$ cat config.mk
export PLATFORM = sky130hd
export DESIGN_NAME = bnn_inst_fetch_flat
export DESIGN_NICKNAME = d
export VERILOG_FILES = /design/src/rtl/bnn_inst_fetch_if.sv /design/src/rtl/bnn_inst_fetch.sv /design/src/flat_wrapper.sv
export SDC_FILE = /design/constraint.sdc
export NUM_CORES = 1
export LEC_CHECK = 0
export ABC_AREA = 1
export BUFFER_PORTS_ARGS = -buffer_cell sky130_fd_sc_hd__buf_4
export CORE_MARGIN = 2
export CORE_UTILIZATION = 40
export CTS_CLUSTER_DIAMETER = 80
export DETAILED_ROUTE_END_ITERATION = 10
export PLACE_DENSITY = 0.85
export SYNTH_ARGS = -nofsm -noshare
export SYNTH_HDL_FRONTEND = slang
export SYNTH_SLANG_ARGS = --single-unit
export TNS_END_PERCENT = 100
$ cat constraint.sdc
create_clock -name clk -period 2.3 [get_ports clk]
set_clock_uncertainty 0.1 [all_clocks]
set_input_delay 0.46 -clock clk [delete_from_list [all_inputs] [get_ports clk]]
set_output_delay 0.46 -clock clk [all_outputs]
set_load 0.02 [all_outputs]
$ cat src/rtl/bnn_inst_fetch_if.sv
// Bundle of host-load, controller and instruction-SRAM signals for the
// BNN instruction-fetch front end. The slave side is the fetch unit, the
// master side is whatever surrounds it (host, controller, SRAM).
interface bnn_inst_fetch_if #(
  parameter int AW = 11,
  parameter int IW = 16
);
  // host program loading
  logic          start;
  logic          host_we;
  logic [AW-1:0] host_addr;
  logic [IW-1:0] host_wdata;
  logic          host_ready;

  // controller side
  logic [AW-1:0] ctrl_addr;
  logic          ext_stall;
  logic [IW-1:0] inst;
  logic          pause;
  logic          done;
  logic [15:0]   inst_count;

  // instruction SRAM side
  logic [AW-1:0] isram_addr;
  logic          isram_cen;
  logic          isram_wen;
  logic [IW-1:0] isram_d;
  logic [IW-1:0] isram_q;

  modport slave (
    input  start, host_we, host_addr, host_wdata, ctrl_addr, ext_stall, isram_q,
    output host_ready, inst, pause, done, inst_count,
           isram_addr, isram_cen, isram_wen, isram_d
  );

  modport master (
    output start, host_we, host_addr, host_wdata, ctrl_addr, ext_stall, isram_q,
    input  host_ready, inst, pause, done, inst_count,
           isram_addr, isram_cen, isram_wen, isram_d
  );
endinterface

$ cat src/rtl/bnn_inst_fetch.sv
// Instruction-fetch front end for the BNN controller. Shares the 2K x 16
// instruction SRAM between host program loading (only while idle) and
// run-time fetch, hides the SRAM's one-cycle read latency behind an
// ISSUE/EXEC pair, stops on the HALT opcode and counts retired instructions.
module bnn_inst_fetch #(
  parameter int       AW      = 11,
  parameter int       IW      = 16,
  parameter bit [4:0] HALT_OP = 5'b11111
) (
  input logic              clk,
  input logic              rst,
  bnn_inst_fetch_if.slave  bus
);

  typedef enum logic [1:0] {
    IDLE  = 2'd0,
    ISSUE = 2'd1,
    EXEC  = 2'd2,
    HALT  = 2'd3
  } state_e;

  state_e      state_q;
  logic [15:0] instCount_q;

  logic isHalt;
  logic retire;

  // The SRAM output is held while cen is high, so in EXEC isram_q is the
  // word fetched during the preceding ISSUE for as long as we stay here.
  assign isHalt = (bus.isram_q[IW-1 -: 5] == HALT_OP);
  assign retire = (state_q == EXEC) && !isHalt && !bus.ext_stall;

  // Sequencer and retired-instruction counter; HALT wins over a stall.
  always_ff @(posedge clk) begin
    if (rst) begin
      state_q     <= IDLE;
      instCount_q <= '0;
    end else begin
      case (state_q)
        IDLE:    if (bus.start) state_q <= ISSUE;
        ISSUE:   state_q <= EXEC;
        EXEC: begin
          if (isHalt)              state_q <= HALT;
          else if (!bus.ext_stall) state_q <= ISSUE;
        end
        HALT:    state_q <= HALT;
        default: state_q <= IDLE;
      endcase
      if (retire && (instCount_q != 16'hFFFF)) begin
        instCount_q <= instCount_q + 16'd1;
      end
    end
  end

  // Controller and SRAM outputs decoded from the current state and inputs.
  always_comb begin
    bus.host_ready = 1'b0;
    bus.pause      = 1'b1;
    bus.inst       = '0;
    bus.done       = 1'b0;
    bus.isram_cen  = 1'b1;
    bus.isram_wen  = 1'b1;
    bus.isram_addr = '0;
    bus.isram_d    = '0;
    case (state_q)
      IDLE: begin
        bus.host_ready = 1'b1;
        if (bus.host_we) begin
          bus.isram_cen  = 1'b0;
          bus.isram_wen  = 1'b0;
          bus.isram_addr = bus.host_addr;
          bus.isram_d    = bus.host_wdata;
        end
      end
      ISSUE: begin
        bus.isram_cen  = 1'b0;
        bus.isram_addr = bus.ctrl_addr;
      end
      EXEC: begin
        if (retire) begin
          bus.pause = 1'b0;
          bus.inst  = bus.isram_q;
        end
      end
      HALT: begin
        bus.done = 1'b1;
      end
      default: begin
        bus.pause = 1'b1;
      end
    endcase
  end

  assign bus.inst_count = instCount_q;

endmodule

$ cat src/flat_wrapper.sv
// flat-port wrapper written by rule: the top's interface ports become plain ports
module bnn_inst_fetch_flat 
#(
  parameter int       AW      = 11,
  parameter int       IW      = 16,
  parameter bit [4:0] HALT_OP = 5'b11111
)
  (clk, rst, bus_start, bus_host_we, bus_host_addr, bus_host_wdata, bus_ctrl_addr, bus_ext_stall, bus_isram_q, bus_host_ready, bus_inst, bus_pause, bus_done, bus_inst_count, bus_isram_addr, bus_isram_cen, bus_isram_wen, bus_isram_d);
  bnn_inst_fetch_if #(.AW(AW), .IW(IW)) bus_i ();
  input logic clk;
  input logic rst;
  input wire logic [$bits(bus_i.start)-1:0] bus_start;
  input wire logic [$bits(bus_i.host_we)-1:0] bus_host_we;
  input wire logic [$bits(bus_i.host_addr)-1:0] bus_host_addr;
  input wire logic [$bits(bus_i.host_wdata)-1:0] bus_host_wdata;
  input wire logic [$bits(bus_i.ctrl_addr)-1:0] bus_ctrl_addr;
  input wire logic [$bits(bus_i.ext_stall)-1:0] bus_ext_stall;
  input wire logic [$bits(bus_i.isram_q)-1:0] bus_isram_q;
  output wire logic [$bits(bus_i.host_ready)-1:0] bus_host_ready;
  output wire logic [$bits(bus_i.inst)-1:0] bus_inst;
  output wire logic [$bits(bus_i.pause)-1:0] bus_pause;
  output wire logic [$bits(bus_i.done)-1:0] bus_done;
  output wire logic [$bits(bus_i.inst_count)-1:0] bus_inst_count;
  output wire logic [$bits(bus_i.isram_addr)-1:0] bus_isram_addr;
  output wire logic [$bits(bus_i.isram_cen)-1:0] bus_isram_cen;
  output wire logic [$bits(bus_i.isram_wen)-1:0] bus_isram_wen;
  output wire logic [$bits(bus_i.isram_d)-1:0] bus_isram_d;
  assign bus_i.start = bus_start;
  assign bus_i.host_we = bus_host_we;
  assign bus_i.host_addr = bus_host_addr;
  assign bus_i.host_wdata = bus_host_wdata;
  assign bus_i.ctrl_addr = bus_ctrl_addr;
  assign bus_i.ext_stall = bus_ext_stall;
  assign bus_i.isram_q = bus_isram_q;
  assign bus_host_ready = bus_i.host_ready;
  assign bus_inst = bus_i.inst;
  assign bus_pause = bus_i.pause;
  assign bus_done = bus_i.done;
  assign bus_inst_count = bus_i.inst_count;
  assign bus_isram_addr = bus_i.isram_addr;
  assign bus_isram_cen = bus_i.isram_cen;
  assign bus_isram_wen = bus_i.isram_wen;
  assign bus_isram_d = bus_i.isram_d;
  bnn_inst_fetch #(.AW(AW), .IW(IW), .HALT_OP(HALT_OP)) u_core (.clk(clk), .rst(rst), .bus(bus_i));
endmodule
==> impl_results.rst, run 1 <==
.. list-table::
   :header-rows: 1

   * - Metric
     - Value
   * - Fraction of the cycle the final worst path needs
     - 0.911
   * - Initial standard-cell utilization of the core
     - 0.426
   * - Number of warning messages in the yosys log
     - 0
   * - Static leakage
     - around 0.0014 uW
   * - Async set or reset register ratio after synthesis
     - 0
   * - Max-slew headroom
     - 0.668
   * - Clock transition at path regs
     - 0.06 ns
   * - Wire length of the first global-routing pass
     - approximately 8.0 mm
   * - Final Slew Violations
     - 0
   * - PD cells
     - between 300 and 400 nW/um2
   * - Data arrival time of the worst path
     - 1.53 ns
   * - DR iter-0 viols
     - 58
   * - Resize count post-CTS
     - 0
   * - Number of rows in the core area
     - 22
   * - Post-DRT Antenna Nets
     - 0
   * - Maximum number of pins on one net before global-route repair
     - 19
   * - Area of the die
     - roughly 4500 um2
   * - Count of flip-flops with a built-in enable after synthesis
     - 0
   * - Number of library cell types mapped by synthesis
     - 27
   * - Most frequent cells after synthesis
     - 67 x sky130_fd_sc_hd__nand2_1, 51 x sky130_fd_sc_hd__nor2_1, 46 x sky130_fd_sc_hd__inv_1, 32 x sky130_fd_sc_hd__nand3_1, 18 x sky130_fd_sc_hd__dfxtp_1
   * - Sink Count
     - 18
   * - Cell with the most instances after synthesis
     - sky130_fd_sc_hd__nand2_1
   * - Setup repair after global routing missed its margin
     - no
   * - Most area-consuming cells after synthesis
     - sky130_fd_sc_hd__dfxtp_1 23%, sky130_fd_sc_hd__nand2_1 16%, sky130_fd_sc_hd__nor2_1 12%, sky130_fd_sc_hd__inv_1 11%, sky130_fd_sc_hd__nand3_1 10%
   * - Leftover overflow at the end of global routing
     - 0
   * - Total standard cell area after synthesis
     - ~1600 um2
   * - Most area-hungry cell type in the Yosys netlist
     - sky130_fd_sc_hd__dfxtp_1
   * - Required time at the worst-slack endpoint
     - 1.74 ns
   * - Total length of routed wires
     - just over 5 mm
   * - Clock insertion delay at the later pin of the skew report
     - between 0.2 and 0.3 ns
   * - Layout filler cell count
     - 349
   * - Net count after synthesis
     - approximately 340
   * - Number of buffer and inverter instances along the worst setup path
     - 1
   * - Die Span X
     - about 67 um
   * - Iteration count of the initial detailed-routing pass
     - 4
   * - Setup Total Neg Slack
     - 0 ns
   * - Worst-path cell chain
     - nor2_1 -> nand2_1 -> nor2_1 -> buf_4
   * - Post-route minimum period
     - 2.09 ns
   * - Class of the most critical setup path
     - register to output port
   * - TritonCTS clock tree
     - done
   * - Share of final-layout standard cells stronger than drive strength 1
     - 0.387
   * - Number of buffers inserted to repair setup after CTS
     - 0
   * - Syn_area_per_cell
     - about 5.8 um2
   * - Final setup violation count
     - 0
   * - GRT Util Overall
     - 0.224
   * - Critical Path Sink Type
     - output port
   * - Utilization after layout
     - 0.683
   * - Remaining DRCs
     - 0
   * - Library cell contributing the largest single delay on the critical path
     - sky130_fd_sc_hd__dfxtp_1
   * - Buffers from clock root to sink, at most
     - 2
   * - Vias in the first global route
     - around 1800
   * - Number of standard cells after synthesis
     - 276
   * - Final weighted congestion in routability-driven placement
     - around 0.84
   * - Crit-path max FO
     - 17
   * - Number of vias per cell after detailed routing
     - around 4.7
   * - Buffers on Ports
     - between 100 and 150
   * - H-tree lvl count
     - 1
   * - Highest achievable clock rate
     - 0.477 GHz
   * - Die outline height
     - approximately 67 um
   * - Worst supply voltage drop on vdd
     - 0.320 mV
   * - Register area share after synthesis
     - 0.226
   * - Number of antenna diodes
     - 0
   * - Number of hold-repair buffers added at the cts stage
     - 0
   * - Number of buffers added by the clock tree synthesis step
     - 3
   * - Clock root cell
     - sky130_fd_sc_hd__clkbuf_8
   * - Area of the core
     - 3740 um2
   * - Most frequently used flop master after synthesis
     - sky130_fd_sc_hd__dfxtp_1
   * - Half-perimeter wire length of the detailed placement result
     - 4.15 mm
   * - Maximum single-stage delay on the critical path
     - between 0.5 and 0.6 ns
   * - Reg2reg setup slack
     - 0.48 ns
   * - Largest delay contributor family on the critical path
     - simple AND/OR/NAND/NOR gates
   * - Status
     - finished, final reports clean
   * - Max Cap Viol
     - 0
   * - Worst hold path type
     - input pin to register
   * - Cell type with the highest occurrence count on the critical path
     - sky130_fd_sc_hd__nor2_1
   * - Type of element launching the critical path
     - register
   * - Setup slack at placement
     - about 0.31 ns
   * - Number of antenna violations at the first check in global routing
     - 0
   * - Setup ws final
     - just over 0.2 ns
   * - Net count, final
     - between 400 and 500
   * - Avg WL per Cell
     - 11.6 um
   * - I/O pin count
     - 123
   * - Actual transition at the worst max-transition pin
     - 0.497 ns
   * - Final count of hold timing violations
     - 0
   * - Overall via count from detail_route
     - 2068
   * - Area share of the leading cell type in the synthesized netlist
     - 0.226
   * - Synthesis-to-layout area growth
     - 60.3%
   * - Flop and latch count out of synthesis
     - 18
-- placed cells by master, fill, tap and decap left out, drive strengths merged, types with 3 or more instances in the layout --
master	netlist	layout
xor2	3	3
inv	47	47
xnor2	4	4
nand2	74	74
clkbuf	5	3
nand4	7	7
o21ai	3	3
nor2	57	57
a21oi	15	15
dfxtp	18	18
buf	5	124
nand3	33	33
-- per-layer routing --
layer  GRT usage  share of wire
met1       0.240           0.37
met2       0.443           0.51
met3      0.0383           0.10
met4      0.0612          0.013
met5           0              0
-- state kept, by name (all words and copies together), names as in the netlist --
signal	count
u_core.state_q	2
u_core.bus.inst_count	16
-- power breakdown --
group          leakage (uW)  internal (uW)  switching [uW]
Sequential         0.000145            316            7.13
Combinational       0.00119            155             170
Clock             0.0000216            116             102
-- area by class of cell --
| type | count | area (um2) | share of cell area |
|---|---|---|---|
| sequential | 18 | 360 | 0.141 |
| tap | 48 | 60.1 | 0.0235 |
| inverter | 49 | 185 | 0.0724 |
| clock buffer | 3 | 41.3 | 0.0161 |
| multi-input combinational | 199 | 981 | 0.383 |
| timing repair buffer | 124 | 931 | 0.364 |
-- kinds of logic (layout without fill, tap and decap cells) --
kind of cell               after synthesis  after routing  share of synthesized area
xor gates and xnor gates                 7              7                     0.0384
DFF                                     18             18                      0.226
and+or+nand+nor                        171            171                      0.480
AOI/OAI and AO/OA                       20             20                     0.0886
buffers and inverters                   59            176                      0.160
adders and majority gates                1              1                    0.00784
-- path summary, 6_finish.rpt --
check                                  from                   endpoint  cells after the start
setup / recovery          u_core.state_q[0]             bus_isram_d[4]                      4
hold reg to reg   u_core.bus.inst_count[15]  u_core.bus.inst_count[15]                      2
hold / removal                bus_ext_stall          u_core.state_q[0]                      2
setup reg to reg   u_core.bus.inst_count[0]   u_core.bus.inst_count[0]                      8
-- through the flow --
| stage | instance area, um2 | hold slack (ns) | std cells | power (uW) |
|---|---|---|---|---|
| after floorplan | 1600 | 0.419 | 276 | 488 |
| after global placement | 2520 | 0.420 | 438 | 653 |
| after detailed placement | 2520 | 0.428 | 438 | 656 |
| after CTS | 2560 | 0.317 | 441 | 871 |
| after global routing | 2560 | 0.317 | 441 | 909 |
| final | 2560 | 0.315 | 441 | 866 |
(Power assumes the default switching activity.)
==> run 2: changes to the inputs <==
--- a/config.mk
+++ b/config.mk
@@ -7,11 +7,13 @@
 export LEC_CHECK = 0
 export ABC_AREA = 1
 export BUFFER_PORTS_ARGS = -buffer_cell sky130_fd_sc_hd__buf_4
+export CELL_PAD_IN_SITES_DETAIL_PLACEMENT = 0
+export CELL_PAD_IN_SITES_GLOBAL_PLACEMENT = 1
 export CORE_MARGIN = 2
-export CORE_UTILIZATION = 40
+export CORE_UTILIZATION = 25
 export CTS_CLUSTER_DIAMETER = 80
 export DETAILED_ROUTE_END_ITERATION = 10
-export PLACE_DENSITY = 0.85
+export PLACE_DENSITY = 0.86
 export SYNTH_ARGS = -nofsm -noshare
 export SYNTH_HDL_FRONTEND = slang
 export SYNTH_SLANG_ARGS = --single-unit
==> run 2 against run 1 <==
Non-clock buffer count unchanged. Sequential power about the same. Cell area rose by 1.4%. Combinational power barely moved. Critical path type unchanged.
==> impl_results.rst, run 2 (synthesized netlist as in run 1, its figures left out) <==
.. list-table::
   :header-rows: 1

   * - Metric
     - Value
   * - Avg WL per Cell
     - ~11 um
   * - Post-DRT Antenna Nets
     - 0
   * - Max Cap Viol
     - 0
   * - Worst hold path type
     - input pin to register
   * - Maximum number of pins on one net before global-route repair
     - 19
   * - Setup Total Neg Slack
     - 0 ns
   * - Setup repair after global routing missed its margin
     - no
   * - Type of element launching the critical path
     - register
   * - Buffers from clock root to sink, at most
     - 2
   * - Overall via count from detail_route
     - around 2100
   * - GRT Util Overall
     - 0.148
   * - Leftover overflow at the end of global routing
     - 0
   * - Number of hold-repair buffers added at the cts stage
     - 0
   * - TritonCTS clock tree
     - done
   * - Crit-path max FO
     - 18
   * - Library cell contributing the largest single delay on the critical path
     - sky130_fd_sc_hd__dfxtp_1
   * - Clock transition at path regs
     - approximately 0.06 ns
   * - Static leakage
     - 0.00136 uW
   * - Final setup violation count
     - 0
   * - Final Slew Violations
     - 0
   * - Commonest non-fill, non-tap cell in the layout
     - sky130_fd_sc_hd__buf_4
   * - Total length of routed wires
     - approximately 5.3 mm
   * - Buffers on Ports
     - ~120
   * - WHS
     - between 0.3 and 0.4 ns
   * - Max-slew headroom
     - 0.650
   * - Utilization after layout
     - 0.413
   * - Commonest cells after routing, fill and taps aside
     - 124 x sky130_fd_sc_hd__buf_4, 67 x sky130_fd_sc_hd__nand2_1, 51 x sky130_fd_sc_hd__nor2_1, 46 x sky130_fd_sc_hd__inv_1, 32 x sky130_fd_sc_hd__nand3_1
   * - Net count, final
     - approximately 460
   * - Number of flip-flops under the largest register name
     - 16
   * - Number of antenna violations at the first check in global routing
     - 0
   * - Critical Path Sink Type
     - output port
   * - Die Span X
     - 83.9 um
   * - Worst supply voltage drop on vdd
     - approximately 0.3 mV
   * - Class of the most critical setup path
     - register to output port
   * - Status
     - finished, final reports clean
   * - Vias in the first global route
     - ~1900
   * - Resize count post-CTS
     - 0
   * - Synthesis-to-layout area growth
     - 62.5%
   * - Clock root cell
     - sky130_fd_sc_hd__clkbuf_8
   * - Clock insertion delay at the later pin of the skew report
     - about 0.25 ns
   * - Data arrival time of the worst path
     - roughly 1.6 ns
   * - Initial standard-cell utilization of the core
     - 0.254
   * - Remaining DRCs
     - 0
   * - Final weighted congestion in routability-driven placement
     - 0.756
   * - Maximum single-stage delay on the critical path
     - approximately 0.39 ns
   * - H-tree lvl count
     - 1
   * - Dpl cell area
     - 2550 um2
   * - Pwr Total
     - a little under 900 uW
   * - Highest achievable clock rate
     - around 0.47 GHz
   * - Half-perimeter wire length of the detailed placement result
     - around 4.2 mm
   * - Cell type with the highest occurrence count on the critical path
     - sky130_fd_sc_hd__inv_1
   * - Post-route minimum period
     - around 2.1 ns
   * - I/O pin count
     - roughly 120
   * - Wire length of the first global-routing pass
     - between 8 and 9 mm
   * - Required time at the worst-slack endpoint
     - around 1.7 ns
   * - Number of antenna diodes
     - 0
   * - Share of final-layout standard cells stronger than drive strength 1
     - 0.387
   * - Post-layout instance area
     - around 2600 um2
   * - Number of buffers inserted to repair setup after CTS
     - 0
   * - Area of the die
     - 7040 um2
   * - DR iter-0 viols
     - 42
   * - PD cells
     - between 300 and 400 nW/um2
   * - Area of the core
     - 6280 um2
   * - Iteration count of the initial detailed-routing pass
     - 4
   * - Worst-path cell chain
     - inv_2 -> nor2_4 -> nand3_4 -> inv_1 -> nand2_1 -> inv_1 -> buf_4
   * - Fraction of the cycle the final worst path needs
     - 0.924
   * - Final count of hold timing violations
     - 0
   * - Die outline height
     - ~84 um
   * - Number of rows in the core area
     - 29
   * - Sink Count
     - 18
   * - Number of buffers added by the clock tree synthesis step
     - 3
   * - Actual transition at the worst max-transition pin
     - approximately 0.52 ns
   * - Number of vias per cell after detailed routing
     - 4.38
run 2: cell counts in the layout (fill, tap and decap cells not counted):
No cell type changed its count.
run 2: worst paths after layout:
path / from / end / slack, ns / cells after the start
setup / recovery: u_core.state_q[1] / bus_inst[15] / 0.17 / 7
hold / removal: bus_ext_stall / u_core.state_q[0] / 0.31 / 2
setup reg to reg: u_core.bus.inst_count[0] / u_core.bus.inst_count[14] / 0.47 / 9
hold reg to reg: u_core.bus.inst_count[9] / u_core.bus.inst_count[9] / 0.44 / 2
run 2: cell type report:
| type | count | area (um2) |
|---|---|---|
| Fill cell | 689 | 3680 |
| Multi-Input combinational cell | 199 | 981 |
| Timing Repair Buffer | 124 | 931 |
| Sequential cell | 18 | 360 |
| Inverter | 49 | 185 |
| Tap cell | 77 | 96.3 |
| Clock buffer | 3 | 41.3 |
run 2: critical path: cells and delay by family, from the launching register on:
kind	cells	cell delay, ns
buffers and inverters	4	0.51
flip-flops	1	0.39
AND/OR/NAND/NOR	3	0.42
run 2: metal layers:
layer,global-route usage,vias up,part of all wire
met5,0,-,0
met4,0.0264,0,0.010
met2,0.273,77,0.48
met3,0.0317,6,0.071
met1,0.177,890,0.43
li1,-,1085,-
run 2: where the power goes:
part,switching [uW],internal [uW],leakage (uW),total (uW)
clock,103,116,0.0000216,220
combinational,172,155,0.00119,327
sequential,5.48,315,0.000145,321
total,281,587,0.00136,867
run 2: per-stage QoR:
step / std cells / setup WS [ns]
2_1_floorplan: 276 / 0.311
3_3_place_gp: 467 / 0.320
3_5_place_dp: 467 / 0.283
4_1_cts: 470 / 0.155
6_report: 470 / 0.175
5_1_grt: 470 / 0.00911
